`src/rtl/sng_stream_pkg.sv`:
```
// Shared stochastic-computing definitions: stream FSM encoding and the
// default widths of the probability word and of the stream-length fields.
package sng_stream_pkg;

  localparam int SNG_P_W_DEFAULT   = 16;
  localparam int SNG_LEN_W_DEFAULT = 16;

  typedef enum logic [1:0] {
    ST_IDLE = 2'd0,
    ST_RUN  = 2'd1,
    ST_DONE = 2'd2
  } sng_state_e;

endpackage

```
`src/rtl/sng_stream.sv`:
```
// Stochastic number generator: turns a probability word into a stream of
// len_in bits, each one being (random slice < probability). The stream is
// flow-controlled with a valid/ready pair, and a running count of emitted
// ones is kept. The random word is supplied by the parent through r.
module sng_stream
  import sng_stream_pkg::*;
#(
  parameter int P_W   = SNG_P_W_DEFAULT,
  parameter int LEN_W = SNG_LEN_W_DEFAULT
) (
  input  logic             CLK,
  input  logic             nRST,
  input  logic [63:0]      r,
  input  logic             p_valid,
  output logic             p_ready,
  input  logic [P_W-1:0]   p_in,
  input  logic [LEN_W-1:0] len_in,
  output logic             bit_out,
  output logic             bit_valid,
  input  logic             bit_ready,
  output logic [LEN_W-1:0] ones_count,
  output logic             done
);

  localparam logic [LEN_W-1:0] LEN_ZERO = {LEN_W{1'b0}};
  localparam logic [LEN_W-1:0] LEN_ONE  = {{(LEN_W-1){1'b0}}, 1'b1};
  localparam logic [P_W-1:0]   P_ZERO   = {P_W{1'b0}};

  sng_state_e       state_r,     state_s;
  logic [P_W-1:0]   p_reg_r,     p_reg_s;
  logic [LEN_W-1:0] remain_r,    remain_s;
  logic [LEN_W-1:0] ones_r,      ones_s;
  logic             bit_out_r,   bit_out_s;
  logic             bit_valid_r, bit_valid_s;
  logic             done_r,      done_s;
  logic             p_ready_r,   p_ready_s;
  logic             new_bit_s;
  logic             slot_free_s;

  // Only the low P_W bits of the random word take part in the comparison.
  generate
    if (P_W < 64) begin : g_unused_r
      logic unused_r_s;
      assign unused_r_s = ^r[63:P_W];
    end
  endgenerate

  assign new_bit_s   = (r[P_W-1:0] < p_reg_r);
  // The output slot can take a new bit when it is empty or being consumed.
  assign slot_free_s = (~bit_valid_r) | bit_ready;

  // Next-state and next-output computation for the stream FSM.
  always_comb begin
    state_s     = state_r;
    p_reg_s     = p_reg_r;
    remain_s    = remain_r;
    ones_s      = ones_r;
    bit_out_s   = bit_out_r;
    bit_valid_s = bit_valid_r;
    done_s      = 1'b0;
    case (state_r)
      ST_IDLE: begin
        if (p_valid) begin
          p_reg_s  = p_in;
          remain_s = len_in;
          ones_s   = LEN_ZERO;
          if (len_in != LEN_ZERO) begin
            state_s = ST_RUN;
          end else begin
            state_s = ST_DONE;
            done_s  = 1'b1;
          end
        end else begin
          state_s = ST_IDLE;
        end
      end
      ST_RUN: begin
        if (remain_r != LEN_ZERO) begin
          if (slot_free_s) begin
            bit_out_s   = new_bit_s;
            bit_valid_s = 1'b1;
            remain_s    = remain_r - LEN_ONE;
            ones_s      = ones_r + {{(LEN_W-1){1'b0}}, new_bit_s};
          end else begin
            bit_valid_s = bit_valid_r;
          end
        end else begin
          // Last bit is leaving (or none pending): finish the stream.
          if (slot_free_s) begin
            bit_valid_s = 1'b0;
            state_s     = ST_DONE;
            done_s      = 1'b1;
          end else begin
            state_s = ST_RUN;
          end
        end
      end
      ST_DONE: begin
        state_s = ST_IDLE;
      end
      default: begin
        state_s     = ST_IDLE;
        bit_valid_s = 1'b0;
      end
    endcase
    p_ready_s = (state_s == ST_IDLE);
  end

  // State and output registers with synchronous active-low reset.
  always_ff @(posedge CLK) begin
    if (!nRST) begin
      state_r     <= ST_IDLE;
      p_reg_r     <= P_ZERO;
      remain_r    <= LEN_ZERO;
      ones_r      <= LEN_ZERO;
      bit_out_r   <= 1'b0;
      bit_valid_r <= 1'b0;
      done_r      <= 1'b0;
      p_ready_r   <= 1'b1;
    end else begin
      state_r     <= state_s;
      p_reg_r     <= p_reg_s;
      remain_r    <= remain_s;
      ones_r      <= ones_s;
      bit_out_r   <= bit_out_s;
      bit_valid_r <= bit_valid_s;
      done_r      <= done_s;
      p_ready_r   <= p_ready_s;
    end
  end

  assign p_ready    = p_ready_r;
  assign bit_out    = bit_out_r;
  assign bit_valid  = bit_valid_r;
  assign ones_count = ones_r;
  assign done       = done_r;

endmodule
```
`config.mk`:
```
export PLATFORM = sky130hd
export DESIGN_NAME = sng_stream
export DESIGN_NICKNAME = d
export VERILOG_FILES = /design/src/rtl/sng_stream_pkg.sv /design/src/rtl/sng_stream.sv
export SDC_FILE = /design/constraint.sdc
export NUM_CORES = 1
export LEC_CHECK = 0
export ABC_AREA = 1
export CAP_MARGIN = 30
export CORE_ASPECT_RATIO = 1.75
export CORE_MARGIN = 3
export CORE_UTILIZATION = 49
export CTS_CLUSTER_DIAMETER = 150
export CTS_CLUSTER_SIZE = 24
export DETAILED_ROUTE_END_ITERATION = 8
export GPL_ROUTABILITY_DRIVEN = 0
export GPL_TIMING_DRIVEN = 0
export PLACE_DENSITY_LB_ADDON = 0.25
export SLEW_MARGIN = 25
export SYNTH_ARGS = -nofsm -noshare
export SYNTH_HDL_FRONTEND = slang
export SYNTH_SLANG_ARGS = --single-unit
```
`constraint.sdc`:
```
create_clock -name CLK -period 4.06 [get_ports CLK]
set_input_delay 0.609 -clock CLK [delete_from_list [all_inputs] [get_ports CLK]]
set_output_delay 0.609 -clock CLK [all_outputs]
set_load 0.03 [all_outputs]
```
**Yosys cells after proc, flatten, opt, wreduce, memory -nomap -nowiden**

Cells that the tools add are included.
Widths: inputs -> output; s select.

- Add/sub/neg operators: 2
- Multiply operators: 0
- Div/mod/pow operators: 0
- $lt $le $gt $ge: 1
- Equal/unequal tests: 5
- Shifts and indexed selects: 0
- Mux-type cells: 22
- Bitwise logic cells: 3
- Reductions and logical operators: 10

Operators by type and width:

| operator | count |
|---|---|
| $mux 16 | 6 |
| $pmux 16 s2 | 2 |
| $reduce_bool 16->1 | 2 |
| $add 16x1->16 | 1 |
| $lt 16x16->1 | 1 |
| $sub 16x1->16 const B | 1 |
| $mux 2 | 4 |
| $mux 1 | 7 |
| $ne 2x2->1 const B | 3 |
| $logic_not 2->1 | 2 |
| $pmux 1 s2 | 2 |
| $pmux 2 s2 | 1 |
| $reduce_and 2->1 | 2 |
| $reduce_and 4->1 | 1 |
| $reduce_and 3->1 | 1 |
| $eq 2x1->1 const B | 1 |
| $eq 2x2->1 const B | 1 |
| $not 1->1 | 2 |
| $reduce_bool 2->1 | 1 |
| $reduce_or 2->1 | 1 |
| $or 1x1->1 | 1 |

- Register bits: 54
- Latch bits: 0
- Memory bits (writable): 0
- ROM bits: 0
- Output and inout port bits: 20
- Memories: 0

**Depth between registers and ports, before layout**

- Depth in word-level cells: 6
- Gate-level depth with buffers: 20

**Worst setup path before layout**

OpenSTA, ideal clock, no wires.

- Kind: input to register
- From: input r[5]
- To: register ones_r[14] (netlist: ones_count[14])
- Library setup time: 0.071 ns
- Arrival time: 2.380 ns
- Data required time: 3.989 ns
- Path slack: 1.609 ns
- Stages: 17
- Path buffers: 0
- Cell sequence: ha_1 -> a21oi_1 -> nor2_1 -> nor3_1 -> nand2_1 -> nand2_1 -> nand2_1 -> inv_1 -> ha_1 -> nand2_1 -> nor3_1 -> nand2_1 -> nand2_1 -> nand2_1 -> nor2_1 -> nand2_1 -> a21oi_2

- Longest elaborated chain between the ends: 5

RTL lines:

| what | line | source |
|---|---|---|
| start, declared | sng_stream.sv:13 | `input logic [63:0] r,` |
| $lt 16x16->1 | sng_stream.sv:48 | `assign new_bit_s = (r[P_W-1:0] < p_reg_r);` |
| net new_bit_s | sng_stream.sv:37 | `logic new_bit_s;` |
| $add 16x1->16 | sng_stream.sv:83 | `ones_s = ones_r + {{(LEN_W-1){1'b0}}, new_bit_s};` |
| $mux 16 | sng_stream.sv:79 | `if (slot_free_s) begin` |
| $mux 16 | sng_stream.sv:78 | `if (remain_r != LEN_ZERO) begin` |
| $pmux 16 s2 | sng_stream.sv:61 | `case (state_r)` |
| end signal, assigned | sng_stream.sv:124 | `ones_r <= ones_s;` |
| end, declared | sng_stream.sv:32 | `logic [LEN_W-1:0] ones_r, ones_s;` |

The timed path passes the listed nets, and every way through them passes these cells. The select of a mux whose other input is x is not followed.
A chain may end at the register's enable or synchronous reset.

**Worst setup path in the final report**

- From: input r[5]
- To: register ones_r[10] (netlist: ones_count[10])

The elaborated chain is that of the path after synthesis.

==> results.md <==
- Final setup viols: 0
- Sequential fraction of the synthesis area: 0.3186
- Die W: 68.91 um
- Mean Syn Cell Area: roughly 6.4 um2
- Initial core utilization: 0.5113
- Worst setup EP type: flop
- Setup TNS: 0 ns
- Worst-case clock buffer depth: 2
- CTS resizes: 0
- Slew of the pin with the lowest slew margin: 0.7387 ns
- Vias per Instance: 5.077
- Sw frac: 0.3366
- Layout cells sized above 1: 0.05601
- Final hold vios: 0
- DR DRC count: 0
- Post-synth net total: 646
- GRT Overall Usage: 0.2393
- M3 GR Usage: 0.06111
- Max Cap Viol: 0
- CTS Hold Bufs: 0
- M2 GR Usage: 0.4534
- TritonCTS clock tree: yes
- Met1 usage: 0.2334
- Hold Startpoint: p_reg_r[6]
- Synthesized area: 3393 um2
- Unrepaired setup endpoints after global routing: no
- Worst skew pair latency: 0.30 ns
- Synthesis-stage register bit count: between 50 and 60
- Core area: approximately 6600 um2
- P_sw: slightly above 0.0005 W
- Final net count: roughly 720
- Cell mode on critical path: nand2_1
- Clock share of power: 0.289
- Worst Hold Class: flop to flop
- Cell count after synthesis: between 500 and 600
- Final Cycle Share: 0.7088
- Antenna Nets Post-Route: 0
- HPWL Detailed: just under 7000 um
- Vias in the first global route: roughly 3500
- Final slew viol count: 0
- Critical Path AT: 3.08 ns
- Fin Clk Skew: 0.003207 ns
- WL final: around 8700 um
- Number of setup buffers added after CTS: 0
- Rel. slew slack: 0.5075
- Fmax achieved: 347.5 MHz
- Initial DRC Count: 218
- Startpoint Class: input port
- Routed vias: 3498
- Peak VDD IR: between 0.2 and 0.3 mV
- Root Driver: clkbuf_16
- Hold depth: 2
- Die area: about 8000 um2
- Total grt overflow: 0
- Max incr delay on CP: approximately 0.4 ns
- Port buffer count: between 70 and 80
- Outcome: finished clean
- First-pass GRT wire length: between 10000 and 15000 um
- Drt first pass iters: 4
- Lkg Pwr: about 1.8 nW
- Final Critical Period: around 2.9 ns
- Reg-to-reg endpoint: ones_count[10]
- Required time worst endpoint: between 4 and 5 ns
- Comb pwr share: 0.314
- Core Rows: 39
- Worst-path clk slew: about 0.070 ns
- Worst R2R Setup Slack: around 1.6 ns
- PD cells: approximately 350 nW/um2
- Total power: 0.001528 W
- Area growth from synthesis to final layout: 28.32%
- Cts bufs inserted: 5
- Hold Path End: p_reg_r[6]
- WL/cell: ~13 um
- Seq pwr share: 0.397
- Worst Path Class, Setup: input port to flop
- Synth cell types: 32
- Largest net degree at the start of global routing: 16
- CP cell instances: clkdlybuf4s50_1 -> ha_1 -> a21oi_1 -> nor2_1 -> nor3_1 -> nand2_1 -> nand2_1 -> nand2_1 -> inv_1 -> ha_1 -> nand2_1 -> nor2_1 -> nand2_1 -> nor3_1 -> nand4_1 -> nand2_1 -> nor2_1
- H-tree depth: 2
- Clock sink total: between 50 and 60
- Die Y-Extent: around 120 um
- N_diodes: 0
- Slowest cell on crit path: clkdlybuf4s50_1
- Worst reg-to-reg path cell count: 17
- Most used routing layer: met2
- Total number of yosys warnings: 0
- Initial antenna violation count: 0
- Internal: 0.001014 W
- Max Fanout on Critical Path: 5
- R2r startpoint: p_reg_r[5]
- Count of boundary I/O pins: 120
## critical path: cells and delay by family
| family | cells | cell delay [ns] |
|---|---|---|
| compound gates | 1 | 0.15 |
| simple gates | 12 | 1.36 |
| fa+ha+maj | 2 | 0.46 |
| buf+inv | 2 | 0.50 |
## per-layer routing
metal	vias to the layer above	share of wire
met5	-	0
met4	0	0.019
met3	13	0.050
met2	83	0.55
met1	1575	0.38
li1	1827	-
## registers in the layout, indices dropped and copies added (netlist names)
| signal | flops |
|---|---|
| ones_count | 16 |
| bit_valid | 1 |
| bit_out | 1 |
| state_r | 2 |
| p_reg_r | 16 |
| p_ready | 1 |
| done | 1 |
| remain_r | 16 |
## power groups by stage
| stage | sequential, W | clock (W) | combinational, W |
|---|---|---|---|
| after floorplan | 0.000621 | 0 | 0.000320 |
| after global placement | 0.000617 | 0 | 0.000466 |
| after detailed placement | 0.000618 | 0 | 0.000480 |
| after CTS | 0.000606 | 0.000450 | 0.000482 |
| after global routing | 0.000612 | 0.000470 | 0.000545 |
| final | 0.000607 | 0.000441 | 0.000480 |
## worst max path at each step
stage / startpoint / to / slack [ns]
2_1_floorplan: r[5] / ones_count[14] / 1.61
3_3_place_gp: r[5] / ones_count[14] / 0.91
3_5_place_dp: r[5] / ones_count[14] / 0.90
4_1_cts: r[5] / ones_count[10] / 1.17
5_1_grt: r[1] / ones_count[10] / 0.90
6_report: r[5] / ones_count[10] / 1.18
## area by class of cell
| class | instances | area, um2 |
|---|---|---|
| Inverter | 71 | 266.5 |
| Clock inverter | 1 | 5.005 |
| Buffer | 16 | 106.4 |
| Multi-Input combinational cell | 387 | 1939 |
| Timing Repair Buffer | 71 | 710.7 |
| Sequential cell | 54 | 1081 |
| Tap cell | 82 | 102.6 |
| Fill cell | 642 | 2282 |
| Clock buffer | 7 | 142.6 |
## layout by cell type, fill, tap and decap left out, drive strengths merged, types with 9 or more instances in the layout
| cell type | n |
|---|---|
| nor3 | 9 |
| dfxtp | 54 |
| nand2 | 143 |
| clkbuf | 17 |
| nor2 | 81 |
| nand3 | 23 |
| inv | 71 |
| nand4 | 9 |
| o21ai | 35 |
| clkdlybuf4s50 | 71 |
| ha | 18 |
| a21oi | 50 |
## cell families (layout without fill, tap and decap cells)
kind of cell,Yosys count,count (layout),share of synthesized area
xor gates and xnor gates,8,8,0.02065
adders and majority gates,18,18,0.06637
buffers and inverters,87,166,0.1099
AOI/OAI and AO/OA,92,92,0.1534
DFF,54,54,0.3186
muxes,1,1,0.002950
and+or+nand+nor,268,268,0.3282
## cell usage after synthesis (all sizes together)
library cell	count	area share
dfxtp	54	0.32
clkbuf	10	0.011
xor2	7	0.018
mux2i	1	0.0029
nand3	23	0.035
o211ai	1	0.0022
buf	6	0.020
ha	18	0.066
o21bai	2	0.0044
a21oi	50	0.087
o22ai	2	0.0037
or2	2	0.0037
nand2	143	0.17
o21ai	35	0.052
o21a	2	0.0044
nor3	9	0.013
nor4	1	0.0018
xnor2	1	0.0026
nor2	81	0.091
inv	71	0.079
nand4	9	0.017
## per-stage QoR
step	hold WS [ns]	cells	setup WS (ns)	area [um2]	util
final	0.4551	689	1.182	4354	0.6561
after CTS	0.4618	689	1.172	4354	0.6561
after floorplan	0.4246	528	1.609	3393	-
after global placement	0.4434	681	0.9075	4207	0.6339
after global routing	0.4825	689	0.9026	4354	0.6561
after detailed placement	0.4510	681	0.9007	4207	0.6339
(Power assumes the default switching activity.)
